===== config.mk =====
export PLATFORM = sky130hd
export DESIGN_NAME = muldiv_unit
export DESIGN_NICKNAME = d
export VERILOG_FILES = /design/src/rtl/muldiv_unit.sv
export SDC_FILE = /design/constraint.sdc
export NUM_CORES = 1
export LEC_CHECK = 0
export CORE_MARGIN = 2
export CORE_UTILIZATION = 60
export DETAILED_ROUTE_END_ITERATION = 6
export GPL_ROUTABILITY_DRIVEN = 1
export PLACE_DENSITY = 0.86
export SLEW_MARGIN = 20
export SYNTH_ARGS = -nofsm -noshare
export SYNTH_HDL_FRONTEND = slang
export SYNTH_SLANG_ARGS = --single-unit

===== constraint.sdc =====
create_clock -name clk -period 10 [get_ports clk]
set_input_delay 1.5 -clock clk [delete_from_list [all_inputs] [get_ports clk]]
set_output_delay 1.5 -clock clk [all_outputs]
set_load 0.01 [all_outputs]

===== src/rtl/muldiv_unit.sv =====
// ---------------------------------------------------------------------------
// muldiv_unit
//   Iterative multiply/divide sequencer for the Execute stage. It executes
//   MULT, MULTU, DIV and DIVU in 33 cycles: 32 RUN iterations followed by one
//   FIX cycle that applies the sign correction. One shared 33-bit
//   add/subtract datapath serves both operations. The unit also owns the
//   architectural HI/LO registers, which MTHI and MTLO write directly.
//
// Ports
//   clk        rising-edge clock
//   reset      synchronous, active-high
//   StartE     start an operation with the current operands (IDLE only)
//   MulDivOpE  00 MULT, 01 MULTU, 10 DIV, 11 DIVU
//   SrcAE      multiplicand/dividend; data for MTHI/MTLO
//   SrcBE      multiplier/divisor
//   HiWriteE   MTHI: HI <= SrcAE (IDLE only)
//   LoWriteE   MTLO: LO <= SrcAE (IDLE only)
//   BusyE      operation in progress (registered)
//   DoneE      one-cycle pulse in the cycle after HI/LO receive a result
//   HiOut      architectural HI
//   LoOut      architectural LO
// ---------------------------------------------------------------------------
module muldiv_unit #(
  parameter int WIDTH = 32
) (
  input  logic             clk,
  input  logic             reset,
  input  logic             StartE,
  input  logic [1:0]       MulDivOpE,
  input  logic [WIDTH-1:0] SrcAE,
  input  logic [WIDTH-1:0] SrcBE,
  input  logic             HiWriteE,
  input  logic             LoWriteE,
  output logic             BusyE,
  output logic             DoneE,
  output logic [WIDTH-1:0] HiOut,
  output logic [WIDTH-1:0] LoOut
);

  typedef enum logic [1:0] {
    IDLE = 2'd0,
    RUN  = 2'd1,
    FIX  = 2'd2
  } mdState_t;

  mdState_t         state_r;
  logic [5:0]       cnt_r;
  logic             isDiv_r;
  logic             signP_r;
  logic             signR_r;
  logic [WIDTH-1:0] bMag_r;
  logic [WIDTH-1:0] origA_r;
  // The accumulator holds the product (multiply) or {remainder, dividend/quotient} (divide).
  logic [WIDTH-1:0] accHi_r;
  logic [WIDTH-1:0] accLo_r;

  logic             signedOp_s;
  logic [WIDTH:0]   shifted_s;
  logic [WIDTH:0]   opA_s;
  logic [WIDTH:0]   opB_s;
  logic             sub_s;
  logic [WIDTH+1:0] sumFull_s;
  logic             noBorrow_s;
  logic [2*WIDTH-1:0] prodNeg_s;

  // Two's-complement negate of a WIDTH-bit value.
  function automatic logic [WIDTH-1:0] neg32(input logic [WIDTH-1:0] v);
    neg32 = ~v + {{(WIDTH-1){1'b0}}, 1'b1};
  endfunction

  // Magnitude of an operand: the negated value for negative signed inputs, otherwise the raw value.
  function automatic logic [WIDTH-1:0] magnitude(input logic [WIDTH-1:0] v, input logic isSigned);
    magnitude = (isSigned && v[WIDTH-1]) ? neg32(v) : v;
  endfunction

  assign signedOp_s = ~MulDivOpE[0];

  // Shared add/subtract datapath: shift-add for multiply, trial subtract for divide.
  always_comb begin
    shifted_s = {accHi_r, accLo_r[WIDTH-1]};
    opA_s     = {(WIDTH+1){1'b0}};
    opB_s     = {(WIDTH+1){1'b0}};
    sub_s     = 1'b0;
    if (isDiv_r) begin
      opA_s = shifted_s;
      opB_s = {1'b0, bMag_r};
      sub_s = 1'b1;
    end else begin
      opA_s = {1'b0, accHi_r};
      opB_s = accLo_r[0] ? {1'b0, bMag_r} : {(WIDTH+1){1'b0}};
      sub_s = 1'b0;
    end
    // Subtraction is A + ~B + 1; the carry out is set when the result is non-negative.
    sumFull_s  = {1'b0, opA_s} + {1'b0, opB_s ^ {(WIDTH+1){sub_s}}}
               + {{(WIDTH+1){1'b0}}, sub_s};
    noBorrow_s = sumFull_s[WIDTH+1];
  end

  // 64-bit negate of the product, used for the signed-multiply correction.
  assign prodNeg_s = ~{accHi_r, accLo_r} + {{(2*WIDTH-1){1'b0}}, 1'b1};

  // Sequencer FSM with its datapath registers, HI/LO, and the registered status outputs.
  always_ff @(posedge clk) begin
    if (reset) begin
      state_r <= IDLE;
      cnt_r   <= 6'd0;
      isDiv_r <= 1'b0;
      signP_r <= 1'b0;
      signR_r <= 1'b0;
      bMag_r  <= {WIDTH{1'b0}};
      origA_r <= {WIDTH{1'b0}};
      accHi_r <= {WIDTH{1'b0}};
      accLo_r <= {WIDTH{1'b0}};
      BusyE   <= 1'b0;
      DoneE   <= 1'b0;
      HiOut   <= {WIDTH{1'b0}};
      LoOut   <= {WIDTH{1'b0}};
    end else begin
      case (state_r)
        IDLE: begin
          DoneE <= 1'b0;
          if (StartE) begin
            // A start wins over simultaneous MTHI/MTLO.
            isDiv_r <= MulDivOpE[1];
            signP_r <= signedOp_s & (SrcAE[WIDTH-1] ^ SrcBE[WIDTH-1]);
            signR_r <= signedOp_s & SrcAE[WIDTH-1];
            bMag_r  <= magnitude(SrcBE, signedOp_s);
            origA_r <= SrcAE;
            accHi_r <= {WIDTH{1'b0}};
            accLo_r <= magnitude(SrcAE, signedOp_s);
            cnt_r   <= 6'd0;
            BusyE   <= 1'b1;
            state_r <= RUN;
          end else begin
            if (HiWriteE) begin
              HiOut <= SrcAE;
            end else begin
              HiOut <= HiOut;
            end
            if (LoWriteE) begin
              LoOut <= SrcAE;
            end else begin
              LoOut <= LoOut;
            end
          end
        end
        RUN: begin
          if (isDiv_r) begin
            // Restoring divide: keep the difference only when it is non-negative.
            if (noBorrow_s) begin
              accHi_r <= sumFull_s[WIDTH-1:0];
              accLo_r <= {accLo_r[WIDTH-2:0], 1'b1};
            end else begin
              accHi_r <= shifted_s[WIDTH-1:0];
              accLo_r <= {accLo_r[WIDTH-2:0], 1'b0};
            end
          end else begin
            // Right-shift the 65-bit {carry, acc_hi, acc_lo}; the multiplier drains out of acc_lo.
            accHi_r <= sumFull_s[WIDTH:1];
            accLo_r <= {sumFull_s[0], accLo_r[WIDTH-1:1]};
          end
          cnt_r <= cnt_r + 6'd1;
          if (cnt_r == 6'd31) begin
            state_r <= FIX;
          end else begin
            state_r <= RUN;
          end
        end
        FIX: begin
          if (isDiv_r) begin
            if (bMag_r == {WIDTH{1'b0}}) begin
              LoOut <= {WIDTH{1'b1}};
              HiOut <= origA_r;
            end else begin
              LoOut <= signP_r ? neg32(accLo_r) : accLo_r;
              HiOut <= signR_r ? neg32(accHi_r) : accHi_r;
            end
          end else begin
            {HiOut, LoOut} <= signP_r ? prodNeg_s : {accHi_r, accLo_r};
          end
          BusyE   <= 1'b0;
          DoneE   <= 1'b1;
          state_r <= IDLE;
        end
        default: begin
          BusyE   <= 1'b0;
          DoneE   <= 1'b0;
          state_r <= IDLE;
        end
      endcase
    end
  end

endmodule


Word-level counts from Yosys, hierarchy flattened
Index checks and enable logic that the tools add are counted.
{"block": "word_totals", "reg_bits": 205, "latchBits": 0, "mem_bits_rw": 0, "rom_bits": 0, "wordCells": 85, "mem_count": 0}
{"block": "op_classes", "add_sub_neg": 8, "mul": 0, "div": 0, "magnitude_cmp": 0, "eq_ne": 7, "shift": 0, "n_mux": 35, "n_bitwise": 11, "reduce_logical": 11}
{"operator": "$mux W32", "count": 19}
{"operator": "$pmux W32 S2", "count": 4}
{"operator": "$add A32 B1 Y32 const B", "count": 4}
{"operator": "$not A32 Y32", "count": 4}
{"operator": "$add A64 B1 Y64 const B", "count": 1}
{"operator": "$mux W64", "count": 1}
{"operator": "$not A64 Y64", "count": 1}
{"operator": "$add A33 B33 Y34", "count": 1}
{"operator": "$add A34 B1 Y34", "count": 1}
{"operator": "$mux W33", "count": 1}
{"operator": "$xor A33 B33 Y33", "count": 1}
{"operator": "$logic_not A32 Y1", "count": 1}
{"operator": "$pmux W6 S2", "count": 1}
{"operator": "$ne A2 B2 Y1 const B", "count": 4}
{"operator": "$add A6 B1 Y6 const B", "count": 1}
{"operator": "$eq A6 B5 Y1 const B", "count": 1}
{"operator": "$mux W6", "count": 1}
{"operator": "$reduce_and A2 Y1", "count": 3}
{"operator": "$reduce_and A3 Y1", "count": 2}
{"operator": "$mux W2", "count": 2}
{"operator": "$pmux W1 S2", "count": 2}
{"operator": "$pmux W2 S2", "count": 1}
{"operator": "$reduce_bool A2 Y1", "count": 2}
{"operator": "$mux W1", "count": 3}
{"operator": "7 further kinds", "count": 10}

Logic depth before layout (Yosys ltp)
{"block": "logic_depth", "word_depth": 8, "mapped_depth": 17}

Worst setup path before layout
Ideal clock, no wire load.
{"block": "synth_timing", "path_kind": "reg-to-reg", "from": "reg isDiv_r", "to": "reg accHi_r[10]", "setup_time_ps": 122, "t_arrival_ps": 4069, "t_required_ps": 9878, "slack_ps": 5810, "path_stages_with_launch": 16, "path_buffers": 5, "path_cell_list": "dfxtp_1 > buf_1 > clkbuf_1 > buf_1 > mux2_2 > ha_1 > a211oi_1 > o211ai_1 > a2111oi_0 > o21ai_0 > a21oi_1 > nand2_1 > clkbuf_1 > buf_1 > nor2_1 > o21ai_0"}
{"block": "synth_between", "elab_chain_cells": 7}
{"item": "start: declaration", "line": "48", "rtl": "logic isDiv_r;"}
{"item": "start signal: assignment", "line": "124", "rtl": "isDiv_r <= MulDivOpE[1];"}
{"item": "$mux W32 or $mux W1 (tied branches)", "line": "84", "rtl": "if (isDiv_r) begin"}
{"item": "$xor A33 B33 Y33", "line": "94", "rtl": "sumFull_s = {1'b0, opA_s} + {1'b0, opB_s ^ {(WIDTH+1){sub_s}}}"}
{"item": "$add A33 B33 Y34", "line": "94"}
{"item": "$add A34 B1 Y34", "line": "95", "rtl": "+ {{(WIDTH+1){1'b0}}, sub_s};"}
{"item": "$mux W32", "line": "150", "rtl": "if (noBorrow_s) begin"}
{"item": "$mux W32 (*)", "line": "148", "rtl": "if (isDiv_r) begin"}
{"item": "$pmux W32 S2 (*)", "line": "119", "rtl": "case (state_r)"}
{"item": "end signal: assignment", "line": "151", "rtl": "accHi_r <= sumFull_s[WIDTH-1:0];"}
{"item": "end signal: assignment", "line": "154", "rtl": "accHi_r <= shifted_s[WIDTH-1:0];"}
{"item": "end signal: assignment", "line": "159", "rtl": "accHi_r <= sumFull_s[WIDTH:1];"}
{"item": "end: declaration", "line": "54", "rtl": "logic [WIDTH-1:0] accHi_r;"}
Mark *: on every way between the ends. The rest lies on a longest branch, timed or not.
A chain may end at the register's enable or synchronous reset.

Worst setup path in the final report
{"block": "layout_timing", "from": "reg isDiv_r", "to": "reg accHi_r[4]"}
The elaborated chain is that of the path after synthesis.

==> key figures <==
Status
  – Outcome: completed

Cells and area
  – Commonest non-fill, non-tap cell in the layout: nand2_1
  – Layout area overhead: 12.5%
  – Antenna diodes: 0
  – Non-filler instance count after layout: 2406
  – Layout cells sized above 1: 0.0679
  – Layout Utilization: 0.685
  – Commonest non-fill, non-tap cells in the layout: nand2_1 (295), nor2_1 (209), dfxtp_1 (203)
  – # nets final: 2168

Setup path
  – Worst setup path class: register to register
  – Crit. End Element: register
  – Maximum fanout along the worst path: 85
  – Critical path arrival: 5.68 ns
  – WP data required: 10.41 ns
  – Startpoint types: register

Route
  – DR vias/cell: 6.61
  – Via count: 15900
  – Starting DRT DRC Count: 1911
  – DRT Pass-1 Iters: 6
  – Residual DRC: 0
  – Final ANT Viol Nets: 0
  – WL final: 48.7 mm
  – Wire length per cell: 20.3 µm

STA
  – Hold Vio Cnt, Final: 0
  – Clock Skew: 0.0166 ns
  – Slew headroom: 0.200
  – Part of the cycle the worst path needs: 0.526
  – Setup TNS: 0 ns
  – Final setup fails: 0
  – Tmin final: 5.26 ns
  – RSZ-0062 raised after global routing: false
  – Fmax: 190 MHz
  – Worst slew pin tran: 1.20 ns
  – Slew Viols, Final: 0

Logic synthesis
  – Post-synthesis sequential area ratio: 0.268
  – Async set-or-reset flop fraction in the synthesized netlist: 0
  – Leading area contributor after synthesis: dfxtp_1
  – Synth cell types: 75
  – Synth Warn #: 0
  – Syn_nets: 2182
  – Post-synth top area share: 0.268
  – Post-Syn Area: 15300 µm²
  – Area contributors post-synth: dfxtp_1 (27%), nand2_1 (7.3%), xor2_1 (6.9%)
  – Post-synth EDFFs: 0
  – Cells after Synth: 2074
  – Most used DFF post-synth: dfxtp_1
  – Mapped Avg Cell Area: 7.37 µm²
  – FF+latch count, synth: 205

Hold path
  – Hold crit path type: register to register

CTS
  – CTS Buf Count: 23
  – Clock latency on the worst-skew pair: 0.53 ns
  – Longest Clk Path Bufs: 3
  – CTS tree: built
  – CTS clk-pin slew, worst paths: 0.07 ns
  – Hold buffers post-CTS: 0
  – Post-cts repair resize count: 0
  – Clock sinks: 205
  – CTS root buf: clkbuf_16
  – H-tree levels: 1
  – Setup Fix Bufs, Post-CTS: 0

Die
  – Initial Utilization: 0.609
  – I/O Pins: 137
  – # rows: 58
  – Chip width: 164 µm
  – Die area: 26800 µm²
  – Core ar.: 25100 µm²
  – Die Y: 164 µm

Global route
  – Initial antenna violation count: 0
  – First-pass GRT wire length: 76.2 mm
  – Gr usage total: 0.354
  – Vias in the first global route: 14300
  – Grt ovf: 0
  – Pin count of the biggest net entering global routing: 100

Power
  – Worst IR Drop VDD: 0.132 mV
  – Leakage: 6.37 nW
  – Power density over cell area: 143 nW/µm²

Flow run
  – Max-Cap Viols: 0

Placement
  – Placed cells: 2365
  – Port buffer count: 136
  – RePlAce Congestion: 0.999
  – Final HPWL from detailed placement: 33.9 mm
[layer usage]
| metal | global-route usage | share of wire | up-vias |
|---|---|---|---|
| met5 | 0 | 0 | - |
| met3 | 0.0543 | 0.10 | 178 |
| met1 | 0.465 | 0.40 | 7351 |
| li1 | - | - | 7445 |
| met2 | 0.561 | 0.44 | 923 |
| met4 | 0.182 | 0.058 | 0 |
[power by group]
group	internal (W)	switching, W
Combinational	0.000245	0.000360
Clock	0.000536	0.000360
Sequential	0.000871	0.0000849
[per-stage QoR]
stage,area (µm²),hold slack (ns),power [W],worst slack [ns]
after floorplan,15300,0.433,0.00137,5.81
after global placement,16400,0.438,0.00154,4.99
after detailed placement,16400,0.446,0.00156,4.87
after CTS,17200,0.453,0.00244,4.81
after global routing,17200,0.473,0.00255,4.31
final,17200,0.451,0.00246,4.74
[area by class of cell]
type	instances	area, µm²
clock inverter	10	133
inverter	26	97.6
fill	2074	7910
multi-input combinational	1649	10300
sequential	205	4110
tap	330	413
timing repair buffer	155	1500
clock buffer	31	656
[cells in the mapped netlist (all sizes together) (5+ instances only)]
| library cell | instances |
|---|---|
| nand2 | 297 |
| nor2 | 212 |
| dfxtp | 205 |
| a21oi | 184 |
| clkbuf | 162 |
| o21ai | 139 |
| xor2 | 121 |
| a211oi | 62 |
| mux2i | 54 |
| xnor2 | 53 |
| mux2 | 44 |
| nor3 | 41 |
| o31ai | 39 |
| a221oi | 38 |
| ha | 36 |
| buf | 30 |
| a31oi | 26 |
| inv | 26 |
| nor4 | 26 |
| o221ai | 21 |
| nand3 | 20 |
| o211ai | 19 |
| nor2b | 17 |
| o41ai | 17 |
| or4 | 17 |
| or3 | 16 |
| a21o | 14 |
| a311oi | 14 |
| and2 | 12 |
| nand2b | 11 |
| or2 | 11 |
| nand4 | 10 |
| o22ai | 7 |
| and3 | 6 |
| nor3b | 6 |
| a2111oi | 5 |
| a31o | 5 |
| o21bai | 5 |
[worst max-delay path: stages, from the launching register on]
cell and delay [ns]:
dfxtp_4 0.95, buf_4 0.77, mux2_2 0.42, ha_1 0.38
a211oi_1 0.38, o211ai_1 0.18, a2111oi_0 0.45, o21ai_0 0.26
a21oi_2 0.19, nand2_1 0.55, o221ai_1 0.44, o21ai_0 0.11
[cells by family after synthesis]
kind of cell	share of synthesized area
xor gates and xnor gates	0.0997
DFF	0.268
muxes	0.0678
buffers and inverters	0.0604
adders and majority gates	0.0308
AOI/OAI and AO/OA	0.263
and+or+nand+nor	0.210
[final timing paths]
kind | slack, ns | end | startpoint | depth (start not counted)
min | 0.45 | origA_r[9] | origA_r[9] | 2
min reg2reg | 0.45 | origA_r[9] | origA_r[9] | 2
max reg2reg | 4.74 | accHi_r[4] | isDiv_r | 11
max | 4.74 | accHi_r[4] | isDiv_r | 11
[state kept, by name, summed over array words and instances (netlist names)]
register,count
BusyE,1
DoneE,1
HiOut,32
LoOut,32
accHi_r,32
accLo_r,32
bMag_r,32
cnt_r,6
isDiv_r,1
origA_r,32
signP_r,1
signR_r,1
state_r,2
Power figures use the tool's default switching activity.
